<file path="src/rtl/demux4way32_buf_pkg.sv">
// Shared constants and types for the 4-way result demultiplexer.
// Covers lane count, select width, lane indices and occupancy states.
package demux4way32_buf_pkg;

   localparam int SEL_W = 2;
   localparam int LANES = 4;

   localparam logic [SEL_W-1:0] LANE0 = 2'd0;
   localparam logic [SEL_W-1:0] LANE1 = 2'd1;
   localparam logic [SEL_W-1:0] LANE2 = 2'd2;
   localparam logic [SEL_W-1:0] LANE3 = 2'd3;

   typedef enum logic [1:0] {
      OCC_EMPTY   = 2'd0,
      OCC_PARTIAL = 2'd1,
      OCC_FULL    = 2'd2
   } occ_t;

   function automatic logic [LANES-1:0] lane_onehot(input logic [SEL_W-1:0] s);
      logic [LANES-1:0] oh;
      oh = '0;
      case (s)
         LANE0:   oh = 4'b0001;
         LANE1:   oh = 4'b0010;
         LANE2:   oh = 4'b0100;
         LANE3:   oh = 4'b1000;
         default: oh = '0;
      endcase
      return oh;
   endfunction

endpackage

</file>
<file path="src/rtl/demux4way32_buf_sel_fifo.sv">
// In-order DEPTH-entry buffer of {sel,data} words with an explicit
// occupancy state machine driving the full/empty flags.
module sel_fifo
   import demux4way32_buf_pkg::*;
#(
   parameter int W     = SEL_W + 32,
   parameter int DEPTH = 2
) (
   input  logic                       clk,
   input  logic                       reset,
   input  logic                       push,
   input  logic [W-1:0]               din,
   input  logic                       pop,
   output logic [W-1:0]               head,
   output logic [$clog2(DEPTH):0]     count,
   output logic                       full,
   output logic                       empty
);

   localparam int AW = $clog2(DEPTH);
   localparam int CW = AW + 1;
   localparam logic [CW-1:0] CNT_FULL = CW'(DEPTH);
   localparam logic [CW-1:0] CNT_ONE  = CW'(1);

   logic [W-1:0]  mem [DEPTH];
   logic [AW-1:0] hd, tl;
   occ_t          state;
   logic          do_push, do_pop;

   // Guard here too, so a caller can never overrun or underrun the buffer.
   assign do_push = push & ~full;
   assign do_pop  = pop & ~empty;

   assign head  = mem[hd];
   assign full  = (state == OCC_FULL);
   assign empty = (state == OCC_EMPTY);

   always_ff @(posedge clk) begin
      if (do_push) mem[tl] <= din;
   end

   always_ff @(posedge clk) begin
      if (reset) begin
         hd    <= '0;
         tl    <= '0;
         count <= '0;
         state <= OCC_EMPTY;
      end else begin
         if (do_push) tl <= tl + 1'b1;
         if (do_pop)  hd <= hd + 1'b1;
         unique case ({do_push, do_pop})
            2'b10: begin
               count <= count + 1'b1;
               state <= (count == CNT_FULL - 1'b1) ? OCC_FULL : OCC_PARTIAL;
            end
            2'b01: begin
               count <= count - 1'b1;
               state <= (count == CNT_ONE) ? OCC_EMPTY : OCC_PARTIAL;
            end
            default: ;
         endcase
      end
   end

endmodule

</file>
<file path="src/rtl/demux4way32_buf.sv">
// Buffered 1-to-4 demux: routes each word to the lane named by its select,
// strictly in arrival order, holding the head until that lane is ready.
module demux4way32_buf
   import demux4way32_buf_pkg::*;
#(
   parameter int WIDTH = 32,
   parameter int DEPTH = 2
) (
   input  logic                   clk,
   input  logic                   reset,
   input  logic [WIDTH-1:0]       in_data,
   input  logic [SEL_W-1:0]       in_sel,
   input  logic                   in_valid,
   output logic                   in_ready,
   output logic [LANES*WIDTH-1:0] out_data,
   output logic [LANES-1:0]       out_valid,
   input  logic [LANES-1:0]       out_ready
);

   logic [SEL_W+WIDTH-1:0] head;
   logic [SEL_W-1:0]       head_sel;
   logic [WIDTH-1:0]       head_data;
   logic [$clog2(DEPTH):0] count;
   logic                   full, empty, push, pop;

   // No pass-through when full: a same-cycle pop only frees space next cycle.
   assign in_ready = ~full & ~reset;
   assign push     = in_valid & in_ready;
   assign pop      = ~empty & |(out_valid & out_ready);

   assign {head_sel, head_data} = head;

   sel_fifo #(.W(SEL_W + WIDTH), .DEPTH(DEPTH)) u_fifo (
      .clk   (clk),
      .reset (reset),
      .push  (push),
      .din   ({in_sel, in_data}),
      .pop   (pop),
      .head  (head),
      .count (count),
      .full  (full),
      .empty (empty)
   );

   assign out_valid = (count != '0) ? lane_onehot(head_sel) : '0;

   for (genvar k = 0; k < LANES; k++) begin : g_lane
      assign out_data[k*WIDTH +: WIDTH] = out_valid[k] ? head_data : '0;
   end

endmodule
</file>
<file path="config.mk">
export PLATFORM = sky130hd
export DESIGN_NAME = demux4way32_buf
export DESIGN_NICKNAME = d
export VERILOG_FILES = /design/src/rtl/demux4way32_buf_pkg.sv /design/src/rtl/demux4way32_buf_sel_fifo.sv /design/src/rtl/demux4way32_buf.sv
export SDC_FILE = /design/constraint.sdc
export NUM_CORES = 1
export LEC_CHECK = 0
export ABC_AREA = 1
export BUFFER_PORTS_ARGS = -buffer_cell sky130_fd_sc_hd__buf_2
export CAP_MARGIN = 10
export CORE_AREA = 3 3 92 94
export CTS_CLUSTER_DIAMETER = 40
export DETAILED_ROUTE_END_ITERATION = 8
export DIE_AREA = 0 0 95 97
export GPL_ROUTABILITY_DRIVEN = 0
export PLACE_DENSITY = 0.81
export SETUP_SLACK_MARGIN = 0.02
export SLEW_MARGIN = 25
export SYNTH_ARGS = -nofsm -noshare
export SYNTH_HDL_FRONTEND = slang
export SYNTH_SLANG_ARGS = --single-unit
</file>
<file path="constraint.sdc">
create_clock -name clk -period 3.4 [get_ports clk]
set_input_delay 0.68 -clock clk [delete_from_list [all_inputs] [get_ports clk]]
set_output_delay 0.68 -clock clk [all_outputs]
set_load 0.005 [all_outputs]
</file>
Word-level counts from Yosys, hierarchy flattened
Memory sizes are Yosys's and may differ from the RTL's. A register that Yosys moved wholly into a read port is not among the register bits.
Cells that the tools add are included.
{ "totals": {"regBits": 6, "ramBits": 68, "inputBits": 41, "output_inout_bits": 133, "word_cells": 44, "n_memories": 1} }
{ "classes": {"add_sub_neg": 4, "n_eq_ne": 7, "muxes": 14, "n_bitwise": 9, "reduce_logical": 5} }
{ "memory_table": {"columns": ["memory", "words", "width", "rd", "rd_ports_with_merged_regs", "write_ports", "line_no", "rtl"], "rows": [
  ["u_fifo.mem", 2, 34, 1, 1, 1, "demux4way32_buf_sel_fifo.sv:25", "logic [W-1:0] mem [DEPTH];"]
]} }
{ "ops": {"columns": ["op", "n"], "rows": [
  ["$mux 32", 4],
  ["$pmux 4 s4", 1],
  ["$eq 2x2->1 const B", 4],
  ["$pmux 2 s2", 2],
  ["$eq 2x1->1 const B", 3],
  ["$and 1x1->1", 5],
  ["$mux 1", 5],
  ["$and 4x4->4", 1],
  ["$logic_not 2->1", 2],
  ["$mux 4", 1],
  ["$reduce_bool 2->1", 2],
  ["$reduce_or 4->1", 1],
  ["$not 1->1", 3],
  ["$add 1x1->1 const B", 2],
  ["$add 2x1->2 const B", 1],
  ["$mux 2", 1],
  ["$sub 2x1->2 const B", 1]
]} }

Logic depth before layout (Yosys ltp)
Gate-level depths: netlist of the first run.
{ "logic_depth": {"ltp_word": 9, "ltp_mapped": 14, "mapped_depth_nobuf": 13} }

Hierarchy
From an unflattened synthesis of the first run, not the netlist that was laid out.
{ "hier_totals": {"hier_cells": 353, "hier_area_um2": 3791.1} }
{ "modules_own_cells": {"columns": ["module", "instances", "cells_each", "area_each_um2", "seq_area_each_um2"], "rows": [
  ["sel_fifo", 1, 153, 2944.1, 2182.1],
  ["demux4way32_buf", 1, 200, 847.1, 0.0]
]} }

Least setup slack after synthesis of the first run
OpenSTA, ideal clock, no wires.
{ "synth_path": {"path_type": "input-to-reg", "start": "input port reset", "end": "memory u_fifo.mem[0][0] (netlist bit) (enable)", "setup_ns": 0.425, "arrival_ns": 2.414, "required_time_ns": 2.975, "slack_ns": 0.561, "cell_stages": 3, "n_path_buf": 0, "path_cell_list": "nor2_1 nand2_1 nor2_1"} }
{ "synth_via": {"elab_chain_len": 6} }
{ "synth_lines": {"columns": ["element", "line_no", "rtl"], "rows": [
  ["start, declared", "demux4way32_buf.sv:10", "input logic reset,"],
  ["$not 1->1", "demux4way32_buf.sv:27", "assign in_ready = ~full & ~reset;"],
  ["$and 1x1->1", "demux4way32_buf.sv:27", null],
  ["$and 1x1->1", "demux4way32_buf.sv:28", "assign push = in_valid & in_ready;"],
  ["$and 1x1->1", "demux4way32_buf_sel_fifo.sv:31", "assign do_push = push & ~full;"],
  ["$mux 1", "demux4way32_buf_sel_fifo.sv:39", "if (do_push) mem[tl] <= din;"],
  ["$mux 1 (not written as such)", "demux4way32_buf_sel_fifo.sv:39", null],
  ["end, declared", "demux4way32_buf_sel_fifo.sv:25", null]
]} }
No other way between the ends.

Worst setup path in the final report of the first run
{ "layout_path": {"start": "register u_fifo.count[0]", "end": "output port out_data[5]"} }
{ "layout_via": {"elab_chain_len": 3} }
{ "layout_lines": {"columns": ["element", "line_no", "rtl"], "rows": [
  ["start, declared", "demux4way32_buf_sel_fifo.sv:15", "output logic [$clog2(DEPTH):0] count,"],
  ["start signal, assigned", "demux4way32_buf_sel_fifo.sv:53", "count <= count + 1'b1;"],
  ["start signal, assigned", "demux4way32_buf_sel_fifo.sv:57", "count <= count - 1'b1;"],
  ["$reduce_bool 2->1", "demux4way32_buf.sv:45", "assign out_valid = (count != '0) ? lane_onehot(head_sel) : '0;"],
  ["$mux 4", "demux4way32_buf.sv:45", null],
  ["$mux 32", "demux4way32_buf.sv:48", "assign out_data[k*WIDTH +: WIDTH] = out_valid[k] ? head_data : '0;"],
  ["end, declared", "demux4way32_buf.sv:15", "output logic [LANES*WIDTH-1:0] out_data,"]
]} }
No other way between the ends.

==> flow_summary.toml, run 1 <==
[route]
drc = 0
totalWireLength_mm = 8.61
vias = 2901
wl_per_cell_microns = 14.2
drtIter0Drc = 80
drt_first_pass_iters = 5
detail-route-antenna-nets = 0
viasPerCell = 4.77

[finish]
layout_common_cells = "buf_2 (173), nor2_1 (139), edfxtp_1 (68), mux2i_1 (32), nand2_1 (17)"
nNetsFinal = 547
fin_util = 0.600
final_layout_size_suffix_gt1_frac = 0.411
final_common_cell = "buf_2"
antenna_cells = 0
syn_to_final_growth_pct = 32.3

[clock_tree]
cts_buffer_depth = 2
cts_buffers = 9
clock_sinks = 75
clkLatencyLatePin_ns = 0.33
cts_tree = "done"
path_clk_slew_ns = 0.07
postCtsSetupBuffers = 0
cts-root-buf = "clkbuf_8"
ctsHtreeMaxLevel = 3

[power]
power_frac_clock = 0.322
switchingPower_w = 0.000569
power_w = 0.00218
swShare = 0.261
p_seq_frac = 0.493
leakage_nw = 2.25
power_density_nw_per_um2 = 470
ir_drop_uv = 344
intPower_w = 0.00161
pwr-share-comb = 0.185

[sta]
fmax_mhz = 325
setup_violations = 0
fin_crit_sh = 0.905
slew_headroom = 0.582
tightest_slew_ns = 0.626
fin_skew_ns = 0.00562
fin_tns_setup_ns = 0
rsz0062_at_grt = "false"
finalHoldViolations = 0
finalMaxSlewViolations = 0
period_minus_slack_ns = 3.08

[place]
port_buffers = 173
place_hpwl_mm = 6.28

[logic_synthesis]
ys_seq_area_frac = 0.623
syn_avg_cell_area_sq_um = 10.6
synth_top_family_by_area = "simple AND/OR/NAND/NOR gates"
synth_compound_area_frac = 0.0136
synthCells = 330
yosys.area_share.xor_xnor = 0.00250
synth_mux_area_frac = 0.0915
ys_ff_latch = 75
ys_warn_count = 0
synth_top_area_cell = "edfxtp_1"
synth_top_area_frac = 0.583
yosys.area_share.simple = 0.197
synth.area.top_cells = "edfxtp_1 (58%), nor2_1 (15%), mux2i_1 (9.1%)"
synthAdderAreaFrac = 0.0143
yosysUniqueCellTypes = 23
syn_nets = 375
syn_area_sq_um = 3500

[die]
die_h_microns = 97
dieWidth_microns = 95
io_pins = 174
core_sq_um = 7730
start_util = 0.453
rows = 32
fp.dieArea_sq_um = 9220

[critical_path]
worstPathRequired_ns = 2.72
rrSetupSlack_ns = 1.34
crit_path_end = "out_data[5]"
cp_data_arrival_time_ns = 2.40
start_kind = "flop"
end_kind = "output pin"
worstPathMaxFanout = 32
rr_worst_depth = 10
cp-startpoint = "u_fifo.count[0]"
critPathKind = "flop to output pin"

[global_route]
gr-total-overflow = 0
antenna_found_initial = 1
first_global_vias = 2741
grt_start_max_net_pins = 33
grt.total_usage = 0.187
grt_pass1_wl_mm = 13.3

[hold_path]
holdPathStages = 2
min_path_type = "flop to flop"

[job]
cap_viol_max_count = 0

[status]
status = "finished, final reports clean"
[worst max-delay path, cell delays in order (launching register included)]
cell and delay [ns]:
dfxtp_1 0.36, inv_1 0.08, ha_1 0.19, inv_1 0.15, nand3_2 0.13, nor2_2 0.18
clkinvlp_4 0.53, nor2_1 0.29, buf_2 0.15
[kinds of logic after synthesis]
family | count (synthesis)
simple gates | 172
flops | 75
buf+inv | 37
mux | 32
compound gates | 9
fa+ha+maj | 4
xor+xnor | 1
[cells in the mapped netlist]
cell type	n
xor2_1	1
dfxtp_1	7
a211oi_1	1
a21oi_1	5
nor2_1	141
nor3_1	1
buf_6	7
mux2i_1	32
nand4_1	2
nand2_2	3
inv_2	2
nand2_1	17
nand3_2	2
ha_1	4
edfxtp_1	68
clkbuf_1	4
inv_1	17
nor2_2	4
o21ai_0	3
nand3_1	1
inv_4	1
nor2_4	1
buf_2	6
[sequential cells by signal, indices dropped and copies added, names as in the netlist, named ones only]
register	flops
u_fifo.tl	1
u_fifo.hd	1
u_fifo.mem	68
u_fifo.state	2
u_fifo.count	2
[routing by layer]
metal  vias to the layer above  part of all wire  global-route usage
met3                         8             0.065              0.0443
met1                      1340              0.39               0.203
met5                         -            0.0015                   0
met2                       121              0.53               0.350
li1                       1430                 -                   -
met4                         2            0.0057              0.0566
[per-stage QoR]
| stage | area (sq um) | instances | setup WS [ns] | hold WS (ns) |
|---|---|---|---|---|
| floorplan | 3500 | 330 | 0.561 | 0.453 |
| global placement | 4420 | 593 | 0.845 | 0.474 |
| detailed placement | 4420 | 593 | 0.742 | 0.478 |
| CTS | 4630 | 608 | 0.361 | 0.490 |
| global route | 4630 | 608 | 0.135 | 0.507 |
| finish | 4630 | 608 | 0.322 | 0.488 |
[final cells by class]
type                       instances  area [sq um]
multi-input combinational        218          1130
inverter                          20          81.3
clock inverter                     6          81.3
fill                             679          3090
timing repair buffer             178           903
sequential                        75          2180
clock buffer                       9           124
tap                              102           128
[timing repair]
item                       4_1_cts  5_1_grt
hold buffers                     0        0
gates resized for setup          0        1
setup endpoints to repair        0       32
[how the worst min path moves through the flow]
stage                          startpoint                 to  slack, ns
final                     u_fifo.state[1]    u_fifo.state[1]       0.49
after CTS                 u_fifo.state[1]    u_fifo.state[1]       0.49
after global routing          in_data[24]  u_fifo.mem[1][24]       0.51
after global placement    u_fifo.state[1]    u_fifo.state[1]       0.47
after floorplan           u_fifo.state[1]    u_fifo.state[1]       0.45
after detailed placement  u_fifo.state[1]    u_fifo.state[1]       0.48
[power groups by stage]
stage / Clock, W / Sequential [W] / Combinational, W
5_1_grt: 0.000764 / 0.00108 / 0.000449
3_5_place_dp: 0 / 0.00109 / 0.000407
4_1_cts: 0.000726 / 0.00107 / 0.000408
3_3_place_gp: 0 / 0.00109 / 0.000389
2_1_floorplan: 0 / 0.00109 / 0.000253
6_report: 0.000701 / 0.00107 / 0.000403
No activity file was read; power rests on OpenSTA's default activity.
==> inputs of run 2 (changes only) <==
- CORE_AREA: 3 3 92 94 -> 2 2 91 93
- DIE_AREA: 0 0 95 97 -> 0 0 93 95
==> flow_summary.toml, run 2 (synthesis results as in run 1) <==
[status]
status = "finished, final reports clean"

[power]
power_density_nw_per_um2 = 475
intPower_w = 0.00161
switchingPower_w = 0.000587
power_frac_clock = 0.330
p_seq_frac = 0.488
ir_drop_uv = 262
swShare = 0.267
leakage_nw = 2.24
pwr-share-comb = 0.182

[sta]
fin_tns_setup_ns = 0
fin_crit_sh = 0.870
fmax_mhz = 338
period_minus_slack_ns = 2.96
rsz0062_at_grt = "false"
tightest_slew_ns = 0.740
fin_skew_ns = 0.00750
setup_violations = 0
finalMaxSlewViolations = 0
slew_headroom = 0.506
finalHoldViolations = 0

[die]
dieWidth_microns = 93
core_sq_um = 7930
fp.dieArea_sq_um = 8840
start_util = 0.442
die_h_microns = 95
io_pins = 174
rows = 33

[finish]
max_flop_register = "u_fifo.mem"
largest_reg_flops = 68
largestRegisters = "u_fifo.mem (68), u_fifo.count (2), u_fifo.state (2)"
final_layout_size_suffix_gt1_frac = 0.413
syn_to_final_growth_pct = 32.5
nNetsFinal = 546
fill_cells = 655
finalInstanceArea_sq_um = 4640
layout_common_cells = "buf_2 (173), nor2_1 (139), edfxtp_1 (68), mux2i_1 (32), nand2_1 (17)"
multi_input_area_sq_um = 1130
ff_latch_area_sq_um = 2180
final_common_cell = "buf_2"
antenna_cells = 0

[critical_path]
critPathKind = "flop to output pin"
end_kind = "output pin"
cp_data_arrival_time_ns = 2.28
worstPathRequired_ns = 2.72
worstPathMaxFanout = 33
start_kind = "flop"

[clock_tree]
clock_sinks = 75
postCtsSetupBuffers = 0
path_clk_slew_ns = 0.08
postCtsResizedCells = 0
cts_buffers = 9
ctsHtreeMaxLevel = 3
cts-root-buf = "clkbuf_8"
cts_tree = "done"
clkLatencyLatePin_ns = 0.34
cts_buffer_depth = 2
cts_hold_buf = 0

[global_route]
grt_start_max_net_pins = 34
gr-total-overflow = 0
grt_pass1_wl_mm = 12.0
antenna_found_initial = 1
first_global_vias = 2573
grt.total_usage = 0.181

[route]
totalWireLength_mm = 8.50
drt_first_pass_iters = 4
viasPerCell = 4.75
drtIter0Drc = 82
drc = 0
detail-route-antenna-nets = 0
vias = 2902
wl_per_cell_microns = 13.9

[job]
cap_viol_max_count = 0

[place]
place_hpwl_mm = 6.02
placed_area_sq_um = 4420
port_buffers = 173

[hold_path]
min_path_type = "flop to flop"
[run 2: cell types whose count changed in the layout (fill, tap and decap cells not counted), sizes merged]
cell and delta:
inv +1, buf -1, clkinv -1, clkinvlp +1
[run 2: worst paths after layout]
check,startpoint,end,slack (ns),depth (start not counted)
worst max-delay path,flop,out_data[40],0.44,5
worst min-delay path,u_fifo.state[1],u_fifo.state[1],0.50,2
worst max register to register,flop,flop,1.28,9
worst min register to register,u_fifo.state[1],u_fifo.state[1],0.50,2
[run 2: power groups by stage]
| stage | Sequential [W] | Combinational (W) | Clock, W |
|---|---|---|---|
| after floorplan | 0.00109 | 0.000253 | 0 |
| after global placement | 0.00109 | 0.000385 | 0 |
| after detailed placement | 0.00110 | 0.000402 | 0 |
| after CTS | 0.00107 | 0.000405 | 0.000750 |
| after global routing | 0.00108 | 0.000444 | 0.000777 |
| final | 0.00107 | 0.000401 | 0.000726 |
[run 2: cell type report]
cell class | count | share of cell area
clock buffer | 9 | 0.0267
clock inverter | 7 | 0.0200
inverter | 20 | 0.0167
multi-input combinational | 218 | 0.244
sequential | 75 | 0.471
tap | 105 | 0.0283
timing repair buffer | 177 | 0.193
[run 2: through the flow]
step | std cells | hold WS (ns) | total power (W) | worst slack, ns | utilization
2_1_floorplan | 330 | 0.453 | 0.00134 | 0.561 | -
3_3_place_gp | 595 | 0.474 | 0.00148 | 0.908 | 0.558
3_5_place_dp | 595 | 0.490 | 0.00150 | 0.754 | 0.558
4_1_cts | 611 | 0.499 | 0.00223 | 0.320 | 0.585
5_1_grt | 611 | 0.504 | 0.00230 | 0.299 | 0.585
6_report | 611 | 0.503 | 0.00220 | 0.442 | 0.585
[run 2: critical path, cell delays in order (launching register included)]
cell	delay (ns)
dfxtp_2	0.54
nand2_1	0.14
nand2_2	0.16
nand3_2	0.59
nor2_1	0.34
buf_2	0.15
[run 2: layer usage]
metal,up-vias,routed length [microns],global-route usage
li1,1427,-,-
met1,1357,3260,0.194
met2,105,4630,0.338
met3,11,487,0.0439
met4,2,109,0.0784
met5,-,10,0
